==> src/rtl/pq_pkg.sv <==
`default_nettype none
// ============================================================================
// Module      : pq_pkg
// Description : Shared cell and operation types for the array priority queue
//               and its consumer-side dispatcher.
// Revision    : 1.0 - initial release
// ============================================================================
package pq_pkg;

    localparam int TIME_W    = 27;
    localparam int PAYLOAD_W = 8;

    // data carries the due timestamp, id identifies the cell for DROP.
    typedef struct packed {
        logic [TIME_W-1:0]    data;
        logic [TIME_W-1:0]    id;
        logic [PAYLOAD_W-1:0] payload;
    } cell_t;

    typedef enum logic [1:0] {
        OP_NOP  = 2'd0,
        OP_PUSH = 2'd1,
        OP_POP  = 2'd2,
        OP_DROP = 2'd3
    } op_t;

endpackage
`default_nettype wire

==> src/rtl/pq_dispatcher_if.sv <==
`default_nettype none
// ============================================================================
// Module      : pq_dispatcher_if
// Description : Bundles the queue, host-drop, downstream and statistics
//               signals of the dispatcher. slave = dispatcher side,
//               master = the environment driving it.
// Revision    : 1.0 - initial release
// ============================================================================
interface pq_dispatcher_if #(
    parameter int TIME_WIDTH = pq_pkg::TIME_W,
    parameter int STAT_WIDTH = 16
);
    logic                  tick_i;
    logic [TIME_WIDTH-1:0] now_o;
    pq_pkg::cell_t         pq_head_i;
    logic                  pq_empty_i;
    logic                  pq_ready_i;
    pq_pkg::op_t           pq_op_o;
    logic [TIME_WIDTH-1:0] pq_id_o;
    logic                  drop_valid_i;
    logic [TIME_WIDTH-1:0] drop_id_i;
    logic                  drop_ready_o;
    logic                  out_valid_o;
    logic                  out_ready_i;
    pq_pkg::cell_t         out_cell_o;
    logic                  late_o;
    logic [STAT_WIDTH-1:0] disp_cnt_o;
    logic [STAT_WIDTH-1:0] late_cnt_o;

    modport slave (
        input  tick_i, pq_head_i, pq_empty_i, pq_ready_i,
               drop_valid_i, drop_id_i, out_ready_i,
        output now_o, pq_op_o, pq_id_o, drop_ready_o,
               out_valid_o, out_cell_o, late_o, disp_cnt_o, late_cnt_o
    );

    modport master (
        output tick_i, pq_head_i, pq_empty_i, pq_ready_i,
               drop_valid_i, drop_id_i, out_ready_i,
        input  now_o, pq_op_o, pq_id_o, drop_ready_o,
               out_valid_o, out_cell_o, late_o, disp_cnt_o, late_cnt_o
    );
endinterface
`default_nettype wire

==> src/rtl/pq_dispatcher.sv <==
`default_nettype none
// ============================================================================
// Module      : pq_dispatcher
// Description : Consumer front end of the priority queue. Runs a time base,
//               pops the head once its timestamp is due (wrap-aware), holds
//               it on a valid/ready port, forwards host drop requests as
//               DROP ops and counts dispatched / late cells.
// Revision    : 1.0 - initial release
// ============================================================================
module pq_dispatcher #(
    parameter int TIME_WIDTH    = pq_pkg::TIME_W,
    parameter int PAYLOAD_WIDTH = pq_pkg::PAYLOAD_W,
    parameter int DELTA_MAX     = 20,
    parameter int STAT_WIDTH    = 16
) (
    input  wire logic      clk_i,
    input  wire logic      rst_ni,
    pq_dispatcher_if.slave bus
);
    import pq_pkg::*;

    // The cell layout comes from the package; a mismatched override would
    // silently truncate timestamps, so refuse to elaborate.
    generate
        if (TIME_WIDTH != TIME_W || PAYLOAD_WIDTH != PAYLOAD_W) begin : g_width_check
            $error("pq_dispatcher: widths must match pq_pkg cell_t");
        end
    endgenerate

    localparam logic [TIME_WIDTH-1:0] C_DELTA_MAX = TIME_WIDTH'(DELTA_MAX);
    localparam logic [STAT_WIDTH-1:0] C_STAT_ONE  = STAT_WIDTH'(1);

    typedef enum logic [0:0] {
        ST_IDLE = 1'b0,
        ST_HOLD = 1'b1
    } state_t;

    state_t                r_state;
    logic [TIME_WIDTH-1:0] r_now;
    cell_t                 r_cell;
    logic                  r_late;
    logic [STAT_WIDTH-1:0] r_disp_cnt;
    logic [STAT_WIDTH-1:0] r_late_cnt;

    logic [TIME_WIDTH-1:0] w_diff;
    logic                  w_due;
    logic                  w_pop_acc;
    logic                  w_hs;

    // Modular distance from head timestamp to now; MSB set means "future".
    assign w_diff = r_now - bus.pq_head_i.data;
    assign w_due  = !bus.pq_empty_i && !w_diff[TIME_WIDTH-1];
    assign w_hs   = (r_state == ST_HOLD) && bus.out_ready_i;

    // One queue op per cycle: host drop wins, else POP a due head when idle.
    always_comb begin
        bus.pq_op_o      = OP_NOP;
        bus.pq_id_o      = '0;
        bus.drop_ready_o = 1'b0;
        w_pop_acc        = 1'b0;
        if (bus.drop_valid_i) begin
            bus.pq_op_o      = OP_DROP;
            bus.pq_id_o      = bus.drop_id_i;
            bus.drop_ready_o = bus.pq_ready_i;
        end else if (r_state == ST_IDLE && w_due) begin
            bus.pq_op_o = OP_POP;
            w_pop_acc   = bus.pq_ready_i;
        end
    end

    // Free-running time base, advanced by tick_i, wraps naturally.
    always_ff @(posedge clk_i or negedge rst_ni) begin
        if (!rst_ni) begin
            r_now <= '0;
        end else if (bus.tick_i) begin
            r_now <= r_now + TIME_WIDTH'(1);
        end
    end

    // Output buffer FSM with saturating dispatch/late statistics.
    always_ff @(posedge clk_i or negedge rst_ni) begin
        if (!rst_ni) begin
            r_state    <= ST_IDLE;
            r_cell     <= '0;
            r_late     <= 1'b0;
            r_disp_cnt <= '0;
            r_late_cnt <= '0;
        end else begin
            case (r_state)
                ST_IDLE: begin
                    if (w_pop_acc) begin
                        r_cell  <= bus.pq_head_i;
                        r_late  <= (w_diff > C_DELTA_MAX);
                        r_state <= ST_HOLD;
                    end
                end
                ST_HOLD: begin
                    if (w_hs) begin
                        if (r_disp_cnt != '1) begin
                            r_disp_cnt <= r_disp_cnt + C_STAT_ONE;
                        end
                        if (r_late && r_late_cnt != '1) begin
                            r_late_cnt <= r_late_cnt + C_STAT_ONE;
                        end
                        r_state <= ST_IDLE;
                    end
                end
                default: r_state <= ST_IDLE;
            endcase
        end
    end

    assign bus.now_o       = r_now;
    assign bus.out_valid_o = (r_state == ST_HOLD);
    assign bus.out_cell_o  = r_cell;
    assign bus.late_o      = r_late;
    assign bus.disp_cnt_o  = r_disp_cnt;
    assign bus.late_cnt_o  = r_late_cnt;

endmodule
`default_nettype wire

==> src/flat_wrapper.sv <==
// flat-port wrapper written by rule: the top's interface ports become plain ports
module pq_dispatcher_flat import pq_pkg::*;
#(
    parameter int TIME_WIDTH    = pq_pkg::TIME_W,
    parameter int PAYLOAD_WIDTH = pq_pkg::PAYLOAD_W,
    parameter int DELTA_MAX     = 20,
    parameter int STAT_WIDTH    = 16
)
  (clk_i, rst_ni, bus_tick_i, bus_pq_head_i, bus_pq_empty_i, bus_pq_ready_i, bus_drop_valid_i, bus_drop_id_i, bus_out_ready_i, bus_now_o, bus_pq_op_o, bus_pq_id_o, bus_drop_ready_o, bus_out_valid_o, bus_out_cell_o, bus_late_o, bus_disp_cnt_o, bus_late_cnt_o);
  pq_dispatcher_if #(.TIME_WIDTH(TIME_WIDTH), .STAT_WIDTH(STAT_WIDTH)) bus_i ();
  input  wire logic clk_i;
  input  wire logic rst_ni;
  input wire logic [$bits(bus_i.tick_i)-1:0] bus_tick_i;
  input wire logic [$bits(bus_i.pq_head_i)-1:0] bus_pq_head_i;
  input wire logic [$bits(bus_i.pq_empty_i)-1:0] bus_pq_empty_i;
  input wire logic [$bits(bus_i.pq_ready_i)-1:0] bus_pq_ready_i;
  input wire logic [$bits(bus_i.drop_valid_i)-1:0] bus_drop_valid_i;
  input wire logic [$bits(bus_i.drop_id_i)-1:0] bus_drop_id_i;
  input wire logic [$bits(bus_i.out_ready_i)-1:0] bus_out_ready_i;
  output wire logic [$bits(bus_i.now_o)-1:0] bus_now_o;
  output wire logic [$bits(bus_i.pq_op_o)-1:0] bus_pq_op_o;
  output wire logic [$bits(bus_i.pq_id_o)-1:0] bus_pq_id_o;
  output wire logic [$bits(bus_i.drop_ready_o)-1:0] bus_drop_ready_o;
  output wire logic [$bits(bus_i.out_valid_o)-1:0] bus_out_valid_o;
  output wire logic [$bits(bus_i.out_cell_o)-1:0] bus_out_cell_o;
  output wire logic [$bits(bus_i.late_o)-1:0] bus_late_o;
  output wire logic [$bits(bus_i.disp_cnt_o)-1:0] bus_disp_cnt_o;
  output wire logic [$bits(bus_i.late_cnt_o)-1:0] bus_late_cnt_o;
  assign bus_i.tick_i = bus_tick_i;
  assign bus_i.pq_head_i = bus_pq_head_i;
  assign bus_i.pq_empty_i = bus_pq_empty_i;
  assign bus_i.pq_ready_i = bus_pq_ready_i;
  assign bus_i.drop_valid_i = bus_drop_valid_i;
  assign bus_i.drop_id_i = bus_drop_id_i;
  assign bus_i.out_ready_i = bus_out_ready_i;
  assign bus_now_o = bus_i.now_o;
  assign bus_pq_op_o = bus_i.pq_op_o;
  assign bus_pq_id_o = bus_i.pq_id_o;
  assign bus_drop_ready_o = bus_i.drop_ready_o;
  assign bus_out_valid_o = bus_i.out_valid_o;
  assign bus_out_cell_o = bus_i.out_cell_o;
  assign bus_late_o = bus_i.late_o;
  assign bus_disp_cnt_o = bus_i.disp_cnt_o;
  assign bus_late_cnt_o = bus_i.late_cnt_o;
  pq_dispatcher #(.TIME_WIDTH(TIME_WIDTH), .PAYLOAD_WIDTH(PAYLOAD_WIDTH), .DELTA_MAX(DELTA_MAX), .STAT_WIDTH(STAT_WIDTH)) u_core (.clk_i(clk_i), .rst_ni(rst_ni), .bus(bus_i));
endmodule
==> config.mk <==
export PLATFORM = sky130hd
export DESIGN_NAME = pq_dispatcher_flat
export DESIGN_NICKNAME = d
export VERILOG_FILES = /design/src/rtl/pq_pkg.sv /design/src/rtl/pq_dispatcher_if.sv /design/src/rtl/pq_dispatcher.sv /design/src/flat_wrapper.sv
export SDC_FILE = /design/constraint.sdc
export NUM_CORES = 1
export LEC_CHECK = 0
export CAP_MARGIN = 10
export CORE_ASPECT_RATIO = 2
export CORE_UTILIZATION = 46
export CTS_BUF_LIST = sky130_fd_sc_hd__clkbuf_4
export CTS_CLUSTER_SIZE = 10
export DETAILED_ROUTE_END_ITERATION = 12
export PLACE_DENSITY = 0.83
export SYNTH_ARGS = -nofsm -noshare
export SYNTH_HDL_FRONTEND = slang
export SYNTH_SLANG_ARGS = --single-unit
==> constraint.sdc <==
create_clock -name clk_i -period 4.4 [get_ports clk_i]
set_input_delay 0.88 -clock clk_i [delete_from_list [all_inputs] [get_ports clk_i]]
set_output_delay 0.88 -clock clk_i [all_outputs]
set_load 0.02 [all_outputs]
==> impl_metrics.xml <==
<?xml version="1.0" encoding="UTF-8"?>
<metrics>
  <group name="outcome">
    <metric name="status" unit="">complete, no violations</metric>
  </group>
  <group name="route">
    <metric name="drt_drc_violations_left" unit="">0</metric>
    <metric name="via_count_normalized_by_instance_count" unit="">5.313</metric>
    <metric name="detail_route.wirelength" unit="um">21490</metric>
    <metric name="drt_pass1_iterations" unit="">4</metric>
    <metric name="vias" unit="">6647</metric>
    <metric name="post_drt_antenna_nets" unit="">0</metric>
    <metric name="detail_route.iter0.violations" unit="">271</metric>
    <metric name="routedWlPerCell" unit="um">17.18</metric>
  </group>
  <group name="worst_setup_path">
    <metric name="crit_path_end_kind" unit="">output port</metric>
    <metric name="crit-reg2reg-launch" unit="">u_core.bus.now_o[22]</metric>
    <metric name="timing.critical_path.cells" unit="">clkdlybuf4s50_1, inv_1, ha_1, nand4_1, or4_4, o41ai_4, o21ai_0, buf_4, a31o_4, buf_6</metric>
    <metric name="setup.reg_to_reg.worst_slack" unit="ns">0.98</metric>
    <metric name="setup.worst_path.end" unit="">bus_pq_op_o[1]</metric>
    <metric name="worstRegToRegCells" unit="">11</metric>
    <metric name="required_time_reported_for_the_critical_path_endpoint" unit="ns">3.52</metric>
    <metric name="critPathSlowestCell" unit="">sky130_fd_sc_hd__or4_4</metric>
    <metric name="criticalPathCategory" unit="">in -&gt; out</metric>
    <metric name="critical_path.max_stage_delay" unit="ns">0.59</metric>
    <metric name="end_of_the_worst_register_to_register_path" unit="">u_core.bus.late_o</metric>
    <metric name="cp_max_fo" unit="">3</metric>
    <metric name="setup.worst_path.start_class" unit="">input port</metric>
    <metric name="worst_setup_path_startpoint" unit="">bus_pq_head_i[60]</metric>
    <metric name="worst_ep_arrival_time" unit="ns">3.48</metric>
  </group>
  <group name="layout">
    <metric name="design.final.nets" unit="">1169</metric>
    <metric name="final_cell_count_no_fill" unit="">1251</metric>
    <metric name="area_delta_synth_final" unit="%">53.67</metric>
    <metric name="nFillCells" unit="">1080</metric>
    <metric name="post_route_cells_drive_above_1_share" unit="%">11.93</metric>
  </group>
  <group name="logic_synthesis">
    <metric name="synth_enable_flop_cells" unit="">0</metric>
    <metric name="postSynthAreaPerCell" unit="sq um">9.146</metric>
    <metric name="asyncSetResetFlopFracSynth" unit="%">100.0</metric>
    <metric name="syn-num-nets" unit="">858</metric>
    <metric name="netlist-cell-type-count" unit="">63</metric>
    <metric name="warnings_from_yosys" unit="">0</metric>
    <metric name="synth_top_flop_cell" unit="">sky130_fd_sc_hd__dfrtp_1</metric>
    <metric name="number_of_storage_elements_in_the_synthesis_netlist" unit="">123</metric>
    <metric name="synthesis.area" unit="sq um">6695</metric>
    <metric name="synthCells" unit="">732</metric>
    <metric name="seq_area_frac_synth" unit="%">45.97</metric>
  </group>
  <group name="global_route">
    <metric name="grt_first_pass_wirelength" unit="um">33080</metric>
    <metric name="globalRoute.totalOverflow" unit="">0</metric>
    <metric name="grtUsageTotal" unit="%">28.91</metric>
    <metric name="grt_antenna_before_repair" unit="">3</metric>
    <metric name="grt_pass1_vias" unit="">6700</metric>
    <metric name="maximum_number_of_pins_on_one_net_before_global_route_repair" unit="">55</metric>
  </group>
  <group name="floorplan">
    <metric name="initial_utilization" unit="%">46.91</metric>
    <metric name="die_height" unit="um">172.6</metric>
    <metric name="die_area" unit="sq um">15070</metric>
    <metric name="std_cell_rows" unit="">62</metric>
    <metric name="design.portCount" unit="">249</metric>
    <metric name="chipWidth" unit="um">87.31</metric>
    <metric name="core_region_area" unit="sq um">14270</metric>
  </group>
  <group name="clock_tree">
    <metric name="ctsRootBufferMaster" unit="">sky130_fd_sc_hd__clkbuf_4</metric>
    <metric name="tritoncts" unit="">yes</metric>
    <metric name="ctsHtreeMaxLevel" unit="">4</metric>
    <metric name="clk_transition_reported_paths" unit="ns">0.13</metric>
    <metric name="tritoncts_num_sinks" unit="">123</metric>
    <metric name="cts_made_buffers" unit="">17</metric>
    <metric name="cts.hold.buffers_added" unit="">0</metric>
    <metric name="insertion_delay" unit="ns">0.57</metric>
    <metric name="cts.path.max_buffers" unit="">2</metric>
  </group>
  <group name="placement">
    <metric name="placed_cells" unit="">1209</metric>
    <metric name="gpl.final_weighted_congestion" unit="">0.9258</metric>
    <metric name="dp_hpwl" unit="um">16550</metric>
    <metric name="port_buffers" unit="">248</metric>
    <metric name="placement.setup.worst_slack" unit="ns">-0.6208</metric>
  </group>
  <group name="pwr">
    <metric name="powerDensity" unit="nW/um^2">391.6</metric>
    <metric name="leakage_power" unit="nW">4.811</metric>
    <metric name="register_share_of_total_power" unit="%">37.1</metric>
    <metric name="net-switching-power" unit="mW">1.385</metric>
    <metric name="share_clk_of_total_power" unit="%">25.6</metric>
    <metric name="power.combinational.fraction" unit="%">37.3</metric>
    <metric name="design_internal_power" unit="mW">2.643</metric>
    <metric name="power.ir.vdd_worst" unit="mV">0.1655</metric>
    <metric name="sw_frac_of_total" unit="%">34.39</metric>
  </group>
  <group name="sta">
    <metric name="post-route-min-period" unit="ns">4.359</metric>
    <metric name="timing.fmax" unit="MHz">229.4</metric>
    <metric name="hold_violations" unit="">0</metric>
    <metric name="report.final.setup_viol" unit="">0</metric>
    <metric name="worst-slew-pin-transition" unit="ns">0.8457</metric>
    <metric name="final.setup.worst_slack" unit="ns">0.04089</metric>
    <metric name="max-slew-margin-rel" unit="%">43.44</metric>
    <metric name="finalClockSkew" unit="ns">0.02051</metric>
    <metric name="slew_viol_final" unit="">0</metric>
    <metric name="fin_crit_sh" unit="%">99.07</metric>
  </group>
  <group name="hold_path">
    <metric name="holdCritPathClass" unit="">in -&gt; async</metric>
  </group>
  <group name="flow_run">
    <metric name="drv.max_cap_violation_count" unit="">0</metric>
  </group>
</metrics>
worst max-delay path, delay by kind of cell:
family | cells | cell delay (ns)
AOI/OAI and AO/OA | 3 | 0.71
adders and majority gates | 1 | 0.29
buffers and inverters | 4 | 0.80
and+or+nand+nor | 2 | 0.79
metrics by stage:
stage                     utilization, %  cell area, sq um  hold slack (ns)  power [mW]  TNS [ns]
after floorplan                        -              6695           0.5810       2.190         0
after global placement             68.59              9791           0.4561       2.908   -0.5675
after detailed placement           68.59              9791           0.4613       2.948   -0.6208
after CTS                          71.51             10210           0.3304       3.994         0
after global routing               72.08             10290           0.3848       4.214  -0.01520
final                              72.08             10290           0.3470       4.029         0
how the worst min path moves through the flow:
| stage | start | end | slack [ns] |
|---|---|---|---|
| 2_1_floorplan | rst_ni | u_core.bus.disp_cnt_o[0] | 0.58 |
| 3_3_place_gp | u_core.bus.out_cell_o[21] | u_core.bus.out_cell_o[21] | 0.46 |
| 3_5_place_dp | u_core.bus.out_cell_o[7] | u_core.bus.out_cell_o[7] | 0.46 |
| 4_1_cts | rst_ni | u_core.bus.disp_cnt_o[0] | 0.33 |
| 5_1_grt | rst_ni | u_core.bus.disp_cnt_o[14] | 0.38 |
| 6_report | rst_ni | u_core.bus.disp_cnt_o[0] | 0.35 |
timing repair:
action,in CTS,in global routing
setup endpoints to repair,1,1
pin swaps,4,8
buffers inserted,2,5
gates cloned,0,0
resized for setup,9,9
registers in the layout (all words and copies together), names as in the netlist:
name                    count
u_core.bus.out_cell_o      62
u_core.bus.now_o           27
u_core.bus.disp_cnt_o      16
u_core.bus.late_cnt_o      16
u_core.bus.late_o           1
u_core.bus.out_valid_o      1
cells in the mapped netlist (all sizes together) (5+ instances only):
library cell  number  area share (%)
inv               36             2.0
and4               8             1.0
o21ai             42             3.1
xnor2             45             5.9
o21a               7            0.78
ha                29             5.4
dfrtp            123              46
mux2i              5            0.75
nand3             29             2.2
and3               9            0.84
clkbuf            10            0.56
a21o               6            0.67
a31oi              7            0.75
a21oi             26             1.9
nand2            178              10
nand4             17             1.8
buf               13            0.93
and2              33             3.1
nor3               9            0.67
nor2              21             1.2
xor2              20             2.6
cell type report:
type	instances	area (sq um)	area share [%]
Antenna cell	3	7.507	0.07297
Clock buffer	18	135.1	1.313
Clock inverter	14	242.7	2.359
Inverter	36	135.1	1.313
Multi-Input combinational cell	550	3437	33.41
Sequential cell	123	3079	29.93
Tap cell	192	240.2	2.335
Timing Repair Buffer	315	3012	29.27
kinds of logic after synthesis:
family / share of synthesized area [%]
AND/OR/NAND/NOR: 23.70
flip-flops: 45.97
AO/OA/AOI/OAI: 11.18
XOR/XNOR: 8.503
buffers and inverters: 3.513
adder cells (fa/ha/maj): 5.719
multiplexers: 1.420
cell usage in the layout, fill, tap and decap left out, drive strengths merged, types with 3 or more instances in the layout:
cell type / count
or3b: 3
dfrtp: 123
mux2: 4
xor2: 20
clkdlybuf4s50: 245
nand4: 17
nand3: 29
diode: 3
o21ai: 42
nand2b: 4
o311ai: 3
a21oi: 26
buf: 69
and2: 33
nor2b: 4
o21a: 7
and3: 9
a21o: 6
clkinvlp: 3
a31oi: 7
clkbuf: 18
bufinv: 6
nor3: 9
and4: 8
or3: 3
ha: 29
nor4: 4
inv: 37
nor2: 21
xnor2: 45
nand2: 178
o211ai: 4
mux2i: 5
clkinv: 4
power by group through the flow:
stage	clock [mW]	sequential, mW	combinational, mW
6_report	1.03	1.50	1.50
5_1_grt	1.08	1.52	1.61
4_1_cts	1.04	1.49	1.46
3_5_place_dp	0	1.51	1.44
3_3_place_gp	0	1.50	1.40
2_1_floorplan	0	1.73	0.462
layer usage:
metal | GRT usage (%) | wire length [um]
met3 | 6.205 | 1243
met4 | 20.15 | 1358
met1 | 26.63 | 6890
met2 | 53.61 | 12000
met5 | 0 | 0
Note: power is estimated with default switching activity, not from simulation.
